[src/rtl/room_cmd_rx.sv]
`default_nettype none
// ============================================================================
// Module   : room_cmd_rx
// Brief    : 8N1 UART receiver with ASCII digit / lock command decode.
// Revision : 1.0
// ============================================================================
module room_cmd_rx #(
    parameter int CLK_HZ        = 50_000_000,
    parameter int BAUD          = 115200,
    parameter int UNLOCK_CYCLES = 150_000_000
) (
    input  logic       FPGA_CLK1_50,
    input  logic       reset,
    input  logic       RxD,
    output logic [7:0] RxD_data,
    output logic       RxD_valid,
    output logic       frame_err,
    output logic [3:0] digit,
    output logic       digit_valid,
    output logic       unlock,
    output logic [7:0] LED
);

    localparam int c_DIV = CLK_HZ / BAUD;
    localparam int c_CW  = (c_DIV > 1) ? $clog2(c_DIV) : 1;
    localparam int c_UW  = (UNLOCK_CYCLES > 1) ? $clog2(UNLOCK_CYCLES) : 1;

    localparam logic [c_CW-1:0] c_HALF  = c_CW'(c_DIV / 2 - 1);
    localparam logic [c_CW-1:0] c_FULL  = c_CW'(c_DIV - 1);
    localparam logic [c_UW-1:0] c_ULOAD = c_UW'(UNLOCK_CYCLES - 1);

    typedef enum logic [2:0] {
        S_IDLE    = 3'd0,
        S_START   = 3'd1,
        S_DATA    = 3'd2,
        S_STOP    = 3'd3,
        S_WAIT_HI = 3'd4
    } state_t;

    state_t          r_state, w_state_nxt;
    logic            r_rx_meta, r_rx_s;
    logic [c_CW-1:0] r_cnt, w_cnt_nxt;
    logic [2:0]      r_idx, w_idx_nxt;
    logic [7:0]      r_shift, w_shift_nxt;
    logic            w_valid_nxt, w_ferr_nxt;
    logic [7:0]      r_data;
    logic            r_valid, r_ferr;
    logic [3:0]      r_digit;
    logic            r_digit_valid;
    logic            r_unlock;
    logic [c_UW-1:0] r_ucnt;
    logic            w_is_digit;

    always_ff @(posedge FPGA_CLK1_50 or posedge reset) begin
        if (reset) begin
            r_rx_meta <= 1'b1;
            r_rx_s    <= 1'b1;
        end else begin
            r_rx_meta <= RxD;
            r_rx_s    <= r_rx_meta;
        end
    end

    always_ff @(posedge FPGA_CLK1_50 or posedge reset) begin
        if (reset) begin
            r_state <= S_IDLE;
            r_cnt   <= '0;
            r_idx   <= '0;
            r_shift <= '0;
            r_valid <= 1'b0;
            r_ferr  <= 1'b0;
            r_data  <= '0;
        end else begin
            r_state <= w_state_nxt;
            r_cnt   <= w_cnt_nxt;
            r_idx   <= w_idx_nxt;
            r_shift <= w_shift_nxt;
            r_valid <= w_valid_nxt;
            r_ferr  <= w_ferr_nxt;
            if (w_valid_nxt) begin
                r_data <= r_shift;
            end
        end
    end

    always_comb begin
        w_state_nxt = r_state;
        w_cnt_nxt   = r_cnt;
        w_idx_nxt   = r_idx;
        w_shift_nxt = r_shift;
        w_valid_nxt = 1'b0;
        w_ferr_nxt  = 1'b0;
        case (r_state)
            S_IDLE: begin
                if (!r_rx_s) begin
                    w_state_nxt = S_START;
                    w_cnt_nxt   = c_HALF;
                end
            end
            S_START: begin
                if (r_cnt == '0) begin
                    if (!r_rx_s) begin
                        w_state_nxt = S_DATA;
                        w_cnt_nxt   = c_FULL;
                        w_idx_nxt   = '0;
                    end else begin
                        w_state_nxt = S_IDLE;
                    end
                end else begin
                    w_cnt_nxt = r_cnt - 1'b1;
                end
            end
            S_DATA: begin
                if (r_cnt == '0) begin
                    // LSB arrives first, so shifting in at the MSB leaves it in bit 0
                    w_shift_nxt = {r_rx_s, r_shift[7:1]};
                    w_cnt_nxt   = c_FULL;
                    if (r_idx == 3'd7) begin
                        w_state_nxt = S_STOP;
                    end else begin
                        w_idx_nxt = r_idx + 3'd1;
                    end
                end else begin
                    w_cnt_nxt = r_cnt - 1'b1;
                end
            end
            S_STOP: begin
                if (r_cnt == '0) begin
                    if (r_rx_s) begin
                        w_valid_nxt = 1'b1;
                        w_state_nxt = S_IDLE;
                    end else begin
                        w_ferr_nxt  = 1'b1;
                        w_state_nxt = S_WAIT_HI;
                    end
                end else begin
                    w_cnt_nxt = r_cnt - 1'b1;
                end
            end
            S_WAIT_HI: begin
                if (r_rx_s) begin
                    w_state_nxt = S_IDLE;
                end
            end
            default: begin
                w_state_nxt = S_IDLE;
            end
        endcase
    end

    assign w_is_digit = (r_data >= 8'h30) && (r_data <= 8'h39);

    always_ff @(posedge FPGA_CLK1_50 or posedge reset) begin
        if (reset) begin
            r_digit       <= '0;
            r_digit_valid <= 1'b0;
            r_unlock      <= 1'b0;
            r_ucnt        <= '0;
        end else begin
            r_digit_valid <= 1'b0;
            // For '0'..'9' the byte minus 0x30 is exactly its low nibble
            if (r_valid && w_is_digit) begin
                r_digit       <= r_data[3:0];
                r_digit_valid <= 1'b1;
            end
            if (r_valid && (r_data == 8'h55)) begin
                r_unlock <= 1'b1;
                r_ucnt   <= c_ULOAD;
            end else if (r_valid && (r_data == 8'h4C)) begin
                r_unlock <= 1'b0;
                r_ucnt   <= '0;
            end else if (r_unlock) begin
                if (r_ucnt == '0) begin
                    r_unlock <= 1'b0;
                end else begin
                    r_ucnt <= r_ucnt - 1'b1;
                end
            end
        end
    end

    assign RxD_data    = r_data;
    assign LED         = r_data;
    assign RxD_valid   = r_valid;
    assign frame_err   = r_ferr;
    assign digit       = r_digit;
    assign digit_valid = r_digit_valid;
    assign unlock      = r_unlock;

endmodule
`default_nettype wire

[config.mk]
export PLATFORM = sky130hd
export DESIGN_NAME = room_cmd_rx
export DESIGN_NICKNAME = d
export VERILOG_FILES = /design/src/rtl/room_cmd_rx.sv
export SDC_FILE = /design/constraint.sdc
export NUM_CORES = 1
export LEC_CHECK = 0
export CAP_MARGIN = 20
export CORE_MARGIN = 2
export CORE_UTILIZATION = 45
export DETAILED_ROUTE_END_ITERATION = 8
export HOLD_SLACK_MARGIN = 0.02
export PLACE_DENSITY_LB_ADDON = 0.3
export SYNTH_ARGS = -nofsm -noshare
export SYNTH_HDL_FRONTEND = slang
export SYNTH_SLANG_ARGS = --single-unit
[constraint.sdc]
create_clock -name FPGA_CLK1_50 -period 4.6 [get_ports FPGA_CLK1_50]
set_input_delay 0.92 -clock FPGA_CLK1_50 [delete_from_list [all_inputs] [get_ports FPGA_CLK1_50]]
set_output_delay 0.92 -clock FPGA_CLK1_50 [all_outputs]
set_load 0.02 [all_outputs]
==> impl_metrics.tcl <==
set metrics [dict create \
    insertion_delay_ns 0.36 \
    synth-seq-area-share_pct 46.4 \
    hold_class "reg -> reg" \
    cts_setup_buffers 0 \
    clkPwrFrac_pct 44.0 \
    avgSynthCellArea_um2 10.2 \
    synth.top_cell.area_share_pct 45.0 \
    die_h_um 95.0 \
    drc 0 \
    hp-start "r_rx_meta$_DFF_PP1_" \
    synthAdderAreaFrac_pct 1.68 \
    dieArea_um2 9030 \
    synth_compound_area_share_pct 17.9 \
    cts_buffers 9 \
    grtUsageTotal_pct 19.0 \
    grt_pass1_wl_mm 13.6 \
    place.gp.congestion 0.885 \
    min_period_ns 2.78 \
    cap_violations 0 \
    worstPathArrival_ns 3.06 \
    via_per_inst 5.94 \
    status "finished clean" \
    wire_per_inst_um 15.9 \
    clock_path_buffers 2 \
    synth_top_family_by_area "simple AND/OR/NAND/NOR gates" \
    synth_xor_area_share_pct 1.17 \
    synth_mux_area_share_pct 6.84 \
    regToRegSetupSlack_ns 1.82 \
    rsz0062_at_grt "no" \
    io_pins 27 \
    reg2regPathDepth 7 \
    drt-pass1-iter-count 4 \
    nNetsFinal 388 \
    fin_tns_setup_ns 0 \
    synth_area_um2 3730 \
    ys.flop_type "dfrtp_1" \
    tightest_slew_ns 1.10 \
    tritoncts "built" \
    fin_skew_ns 0.00920 \
    power.density_nw_per_um2 267 \
    core_area_um2 8130 \
    die_w_um 95.0 \
    cts.sinks 69 \
    synth-seq-cells 69 \
    synth_edf_count 0 \
    async_flop_share_pct 100 \
    startpoint_type "flip-flop" \
    rows 33 \
    endpoint_kind "flip-flop" \
    post_cts_resized 0 \
    grt_pass1_vias 2826 \
    htreeDepth 3 \
    p_switching_mw 0.291 \
    yosys.area.top_type "dfrtp_1" \
    antenna_found_initial 0 \
    drive_gt1_share_pct 15.3 \
    vias 2910 \
    yosysMostFrequentCell "dfrtp_1" \
    hold_violations 0 \
    path_clk_slew_ns 0.09 \
    utilization_pct 51.5 \
    cts_hold_buf 0 \
    holdWs_ns 0.360 \
    p_seq_share_pct 54.5 \
    syn-instance-count 367 \
    r2r_start "r_ucnt[0]$_DFFE_PP0P_" \
    synth.distinct_cells 63 \
    dp_hpwl_mm 5.36 \
    grt-ovfl-total 0 \
    ir_drop_mv 0.233 \
    synth_simple_gate_area_share_pct 21.2 \
    max_freq_ghz 0.359 \
    synthTopCellsByArea "dfrtp_1 (45%), mux2_2 (6.0%), nor2_1 (2.9%)" \
    path_class "reg -> reg" \
    cp.required_ns 4.88 \
    slew_headroom_pct 26.4 \
    finalWirelength_mm 7.78 \
    ant_nets 0 \
    r2r-end "r_ucnt[26]$_DFFE_PP0P_" \
    drv_slew 0 \
    place_area_um2 4000 \
    syn_to_final_growth_pct 12.3 \
    final.period_utilization_pct 60.5 \
    antenna_cells 0 \
    critPathMaxFanout 7 \
    whs_path_depth 0 \
    first_iter_violations 128 \
    yosysWarnings 0 \
    intPower_mw 0.825 \
    finalSetupViolCount 0 \
    p_comb_share_pct 1.5 \
    clock-root-buffer "clkbuf_8" \
    switching_share_pct 26.1 \
    whs_endpoint "r_rx_s$_DFF_PP1_" \
    grt_max_degree 44 \
    portBuffers 26 \
    synthTopCellsByCount "dfrtp_1 (67), nor2_1 (29), mux2_2 (20)" \
    synth_nets 375 \
    p_leak_nw 1.97 \
    final_area_um2 4190 \
    start_util_pct 45.9 \
]
==> stage by stage <==
| step | std cells | setup slack (ns) | total power [mW] |
|---|---|---|---|
| final | 490 | 1.82 | 1.12 |
| after global routing | 490 | 1.63 | 1.16 |
| after CTS | 490 | 1.86 | 1.13 |
| after detailed placement | 474 | 1.90 | 0.638 |
| after global placement | 474 | 1.90 | 0.638 |
| after floorplan | 367 | 1.94 | 0.632 |
==> power by group through the flow <==
stage / clock network, mW / registers, mW / logic [mW]
after global placement: 0 / 0.621 / 0.0174
after detailed placement: 0 / 0.621 / 0.0177
final: 0.491 / 0.609 / 0.0162
after CTS: 0.505 / 0.609 / 0.0177
after floorplan: 0 / 0.620 / 0.0118
after global routing: 0.534 / 0.609 / 0.0199
==> registers in the layout (all words and copies together), names as in the netlist, 3 cells and up <==
name     cells
LED          8
r_shift      8
r_idx        3
r_state      3
r_cnt        9
digit        4
r_ucnt      28
==> layout by cell type (no fill, tap or decap), drive strengths merged, types with 8 or more instances in the layout <==
cell            n
a211o          11
a21oi          16
clkbuf          9
clkdlybuf4s50  26
dfrtp          67
inv            16
mux2           20
nand2          18
nand2b          8
nand3          12
nor2           30
nor3           14
nor4           11
o21ai          10
o22ai           9
or3            13
or4            11
==> layout make-up <==
class                   count  area, um^2
clock inverters             7        68.8
fillers                   727        3950
inverters                   9        33.8
well taps                 105         131
repair buffers             28         275
flip-flops and latches     69        1730
clock buffers               9         124
multi-input cells         263        1830
==> worst max-delay path by stage <==
stage	startpoint	end	slack, ns	cells after the start
detailed placement	r_cnt[0]$_DFFE_PP0P_	LED[3]$_DFFE_PP0P_	1.90	7
CTS	r_cnt[0]$_DFFE_PP0P_	LED[5]$_DFFE_PP0P_	1.86	7
global route	r_ucnt[1]$_DFFE_PP0P_	r_ucnt[26]$_DFFE_PP0P_	1.63	7
global placement	r_cnt[0]$_DFFE_PP0P_	LED[3]$_DFFE_PP0P_	1.90	7
floorplan	reset	LED[0]$_DFFE_PP0P_	1.94	1
finish	r_ucnt[0]$_DFFE_PP0P_	r_ucnt[26]$_DFFE_PP0P_	1.82	7
==> layer usage <==
metal / up-vias / share of wire, % / GRT usage [%] / routed length [um]
met5: - / 0 / 0 / 0
met4: 0 / 1.1 / 4.95 / 85
met3: 16 / 3.8 / 5.22 / 295
met2: 58 / 48 / 30.3 / 3730
met1: 1424 / 47 / 25.8 / 3670
li1: 1412 / - / - / -
==> critical path: stages (launching register included) <==
cell and delay [ns]:
dfrtp_1 0.40, inv_1 0.08, ha_1 0.19, or4b_2 0.69
nor4_1 0.66, nand3_1 0.18, or4_1 0.42, o21ai_0 0.08
==> cell families after synthesis <==
group,count (synthesis)
adder cells (fa/ha/maj),5
AO/OA/AOI/OAI,90
XOR/XNOR,5
buffers and inverters,35
multiplexers,23
flip-flops,69
AND/OR/NAND/NOR,140
(Power assumes the default switching activity.)
==> edit 1: new RTL, config.mk and constraints unchanged <==
The 5 states of `state_t` get a one-hot encoding in 5 bits.
--- a/src/rtl/room_cmd_rx.sv
+++ b/src/rtl/room_cmd_rx.sv
@@ -30,10 +30,10 @@
     localparam logic [c_UW-1:0] c_ULOAD = c_UW'(UNLOCK_CYCLES - 1);
 
-    typedef enum logic [2:0] {
-        S_IDLE    = 3'd0,
-        S_START   = 3'd1,
-        S_DATA    = 3'd2,
-        S_STOP    = 3'd3,
-        S_WAIT_HI = 3'd4
+    typedef enum logic [4:0] {
+        S_IDLE    = 5'b00001,
+        S_START   = 5'b00010,
+        S_DATA    = 5'b00100,
+        S_STOP    = 5'b01000,
+        S_WAIT_HI = 5'b10000
     } state_t;
 
Check against the original RTL: no difference found for any inputs over 10 cycles, from zero or initial values and one cycle with reset high; not proved beyond that.
==> edit 1 against the original RTL <==
Sequential cell count up 2. Sequential share of layout area fell by 1.8 points. Core utilization rose by 0.70 points. Global-route usage grew 0.30 points. Design area up 7.6%. Clock skew increased by 0.0051 ns. Synthesized area is 6.7% higher. Cell count increased by 7.6%. Wire length grew 16%. First-iteration DRC count rose by 20%. Worst setup slack got worse by 0.35 ns. Die area increased by 6.5%.
Power is not compared: it rests on default switching activity, and its combinational part moved more than twofold at a synthesized area within 25%.
==> edit 1: results (changes against the original RTL) <==
Run status
  – Status: finished, final reports clean

Global routing
  – Initial antenna violation count: 0 (unchanged)
  – Total GRT Usage: 19.3% (+0.30 points)
  – Vias in the first global route: 3,077 (+8.9%)
  – Largest net degree at the start of global routing: 44 (unchanged)
  – First-pass GRT wire length: 15,200 um (+12%)

Worst hold path
  – Min-Delay Path Class: reg -> reg

Clock tree
  – Postcts setup bufs: 0 (unchanged)
  – CTS root buffer: clkbuf_8
  – Worst-skew pair later-pin latency: between 0.3 and 0.4 ns
  – CTS H-tree lvls: 3 (unchanged)
  – CTS resizes: 0 (unchanged)
  – Num CTS Buffers: 9 (unchanged)
  – Clock-pin slew on the worst setup and hold paths: 0.08 ns
  – Clock Path Buffers: 2 (unchanged)

Logic synthesis
  – Yosys cell types: 62 (-1.6%)
  – Commonest cells post-synth: dfrtp_1, nor2_1, mux2_2
  – Dominant cells by area after synthesis: dfrtp_1, mux2_2, nor2_1
  – Ys async rst share: 100% (unchanged)
  – Number of flops mapped to enable cells by yosys: 0 (unchanged)
  – Synth warn: 0 (unchanged)
  – Syn_nets: 410 (+9.3%)
  – Seq/Total Area, Yosys: 44.7% (-1.6 points)

Setup path
  – Max stage delay on crit path: ~0.7 ns
  – Worst-path maximum fanout: 12 (+5)
  – Critical-path top delay cell: nor2_1

Place
  – Routability cong.: 0.847 (-4.3%)
  – Worst slack, placed: 1.52 ns (-0.385 ns)
  – Number of port buffers: 26 (unchanged)
  – Placed wire-length estimate: 6240 um (+16%)

Power and ir drop
  – Leak Pwr: 2.07 nW
  – Peak VDD IR: a little under 0.3 mV

Finish
  – Ant diodes: 0 (unchanged)
  – Final net count: 423 (+9.0%)
  – Top flop regs: r_ucnt: 28 flops, r_cnt: 9 flops
  – Ratio of cells with drive above 1 in the final layout: 15.5% (+0.19 points)
  – # fillers: 794 (+9.2%)

Route
  – DRT Pass-1 Iters: 5 (+1)
  – Met2 wire length: 4400 um (+18%)
  – Number of DRC markers in iteration 0: 153 (+20%)
  – Via count: 3,270 (+12%)
  – Routed length on met1: 4120 um (+12%)
  – DR WL met3: 347 um (+18%)
  – Routed WL per cell: 17.2 um (+8.1%)
  – Antenna Violating Nets Remaining: 0 (unchanged)
  – Top routing layer used: met4

Timing
  – Final clock skew: 0.0143 ns (+0.00512 ns)
  – Worst slew margin: 35.6% (+9.2 points)
edit 1: cells by family after synthesis:
kind of cell | share of synthesized area [%]
simple gates | 21.0
mux | 6.76
compound gates | 19.6
xor+xnor | 0.660
fa+ha+maj | 1.89
buf+inv | 5.37
flops | 44.7
edit 1: worst paths after layout:
check                      cells after the start  slack (ns)         end       from
hold / removal                                 0        0.36      r_rx_s  r_rx_meta
min in group asynchronous                      2        1.08    r_cnt[1]      reset
setup reg to reg                               5        1.47  r_ucnt[20]  r_ucnt[5]
setup / recovery                               5        1.47  r_ucnt[20]  r_ucnt[5]
hold reg to reg                                0        0.36      r_rx_s  r_rx_meta
max in group asynchronous                      3        2.57  r_state[0]      reset
edit 1: power breakdown:
part | internal (mW) | total (mW) | leakage [nW] | switching (mW)
sequential | 0.665 | 0.728 | 0.964 | 0.0634
combinational | 0.124 | 0.296 | 0.977 | 0.171
clock | 0.367 | 0.624 | 0.125 | 0.257
edit 1: routing by layer:
layer	track usage (%)	up-vias
met5	0	-
li1	-	1551
met2	30.6	76
met3	3.58	15
met4	7.80	0
met1	26.3	1628
edit 1: layout make-up:
cell class                 count  area (um^2)  area share, %
inverter                      12         45.0          0.999
sequential                    71         1780           39.5
tap                          108          135           3.00
timing repair buffer          33          310           6.89
multi-input combinational    287         1990           44.1
clock buffer                   9          124           2.75
clock inverter                 7          125           2.78
edit 1: critical path: cells and delay by family (launching register included):
| kind | cells | cell delay, ns |
|---|---|---|
| flops | 1 | 0.44 |
| simple gates | 3 | 1.85 |
| compound gates | 2 | 0.69 |
edit 1: stage by stage:
stage	total power [mW]	instance area, um^2	std cells
floorplan	0.964	3980	401
global route	1.73	4510	527
detailed placement	1.03	4250	510
global placement	1.02	4250	510
CTS	1.66	4500	526
finish	1.65	4510	527
==> edit 2: new RTL, same flow settings <==
Without the edit above. `BAUD`: 115200 -> 460800.
--- a/src/rtl/room_cmd_rx.sv
+++ b/src/rtl/room_cmd_rx.sv
@@ -7,5 +7,5 @@
 module room_cmd_rx #(
     parameter int CLK_HZ        = 50_000_000,
-    parameter int BAUD          = 115200,
+    parameter int BAUD          = 460800,
     parameter int UNLOCK_CYCLES = 150_000_000
 ) (
Function: same outputs for any inputs over 10 cycles, from zero or initial values and one cycle with reset high; that may be too few to reach the edited logic, so the function may still have changed.
==> edit 2 against the original RTL <==
Wire length decreased by 3.1%. Count of clock-buffer cells in the layout is the same. Design area shrank 3.6%. Cell count decreased by 4.1%. Synthesized area is 5.2% lower. Sequential cell count is 2 lower. Sequential power is 3% lower. Power shrank 0.83%. Critical path depth did not move. Worst setup slack got worse by 0.18 ns. Sequential share of layout area grew 0.32 points. Largest power group unchanged. Highest routed layer unchanged.
==> edit 2: results (changes against the original RTL) <==
Global routing
  – Largest net degree at the start of global routing: 48 (+9.1%)
  – First-pass GRT wire length: 13,000 um (-4.2%)
  – Total GRT Usage: 19.0% (about the same)
  – Initial antenna violation count: 0 (unchanged)
  – Vias in the first global route: 2,635 (-6.8%)

Power and ir drop
  – Peak VDD IR: 0.157 mV (-33%)
  – Leak Pwr: 1.95 nW (-1.3%)

Logic synthesis
  – Synth Area in Adders: 1.77% (+0.093 points)
  – Post-synthesis mux area share: 6.97% (+0.13 points)
  – Ys async rst share: 100% (unchanged)
  – Synth Area in Compound Gates: 17.3% (-0.60 points)
  – Yosys cell types: 63 (unchanged)
  – XOR/XNOR Fraction of Synth Area: 0.248% (-0.93 points)
  – Dominant cells by area after synthesis: dfrtp_1, mux2_2, or3_1
  – Seq/Total Area, Yosys: 47.5% (+1.1 points)
  – Average size of a mapped cell: 10.2 um^2 (+0.81%)
  – Commonest cells post-synth: dfrtp_1, nand2_1, mux2_2
  – Syn_nets: 353 (-5.9%)

Finish
  – Top reg by flops: r_ucnt
  – Largest register FFs: 28 (unchanged)
  – Final net count: 371 (-4.4%)
  – Finished Layout Cells: 470 (-4.1%)
  – Ratio of cells with drive above 1 in the final layout: 14.4% (-0.92 points)

Route
  – Number of DRC markers in iteration 0: 181 (+41%)
  – DRT Pass-1 Iters: 4 (unchanged)
  – WL final: 7540 um (-3.1%)
  – Vias per cell: 5.93 (-0.22%)

Clock tree
  – Worst-skew pair later-pin latency: 0.34 ns (-0.02 ns)
  – CTS root buffer: clkbuf_8
  – CTS resizes: 0 (unchanged)
  – Clock-pin slew on the worst setup and hold paths: ~0.08 ns

Place
  – Routability cong.: 0.798 (-9.9%)
  – Placed wire-length estimate: 4950 um (-7.6%)
  – Area after DPL: 3800 um^2 (-4.9%)
  – Post-Place Cells: 452 (-4.6%)

Run status
  – Status: finished, final reports clean

Timing
  – Final clock skew: 0.00630 ns (-0.00291 ns)
  – Tightest Pin Transition: 0.875 ns (-0.223 ns)

Setup path
  – Worst-path maximum fanout: 10 (+3)
==> edit 2: report_power, final <==
part | switching, mW | internal [mW] | leakage (nW)
clock network | 0.247 | 0.253 | 0.0881
logic | 0.0124 | 0.00452 | 0.944
registers | 0.000761 | 0.590 | 0.914
total | 0.260 | 0.847 | 1.95
==> edit 2: kinds of logic after synthesis <==
kind of cell / after synthesis
flops: 67
mux: 22
compound gates: 88
simple gates: 129
buf+inv: 33
xor+xnor: 1
fa+ha+maj: 5
==> edit 2: path summary, 6_finish.rpt <==
check | start | end | slack [ns] | cells after the start
min in group asynchronous | reset | r_cnt[1] | 0.81 | 2
setup / recovery | r_ucnt[0] | r_ucnt[18] | 1.63 | 7
max in group asynchronous | reset | r_rx_s | 3.19 | 3
setup reg to reg | r_ucnt[0] | r_ucnt[18] | 1.63 | 7
hold reg to reg | r_rx_meta | r_rx_s | 0.37 | 0
hold / removal | r_rx_meta | r_rx_s | 0.37 | 0
==> edit 2: cell type report <==
type | instances | area, um^2
Clock inverter | 7 | 77.6
Timing Repair Buffer | 30 | 310
Multi-Input combinational cell | 245 | 1680
Fill cell | 704 | 3650
Clock buffer | 9 | 124
Tap cell | 102 | 128
Inverter | 10 | 37.5
Sequential cell | 67 | 1680
==> edit 2: stage by stage <==
| step | total power [mW] | worst slack [ns] |
|---|---|---|
| after floorplan | 0.612 | 2.00 |
| after global placement | 0.618 | 1.54 |
| after detailed placement | 0.618 | 1.51 |
| after CTS | 1.12 | 1.50 |
| after global routing | 1.16 | 1.37 |
| final | 1.11 | 1.63 |
==> edit 2: worst max-delay path, stage by stage, from the launching register on <==
cell and delay (ns):
dfrtp_1 0.43, inv_1 0.10, ha_1 0.19, nor3b_1 0.66, nand3_1 0.46, or4_1 0.60
or3_1 0.32, a21oi_1 0.14
==> edit 2: layer usage <==
layer / global-route usage [%] / wire, um
met5: 0 / 0
met1: 27.2 / 3700
met4: 7.97 / 109
met2: 28.6 / 3400
met3: 3.25 / 329
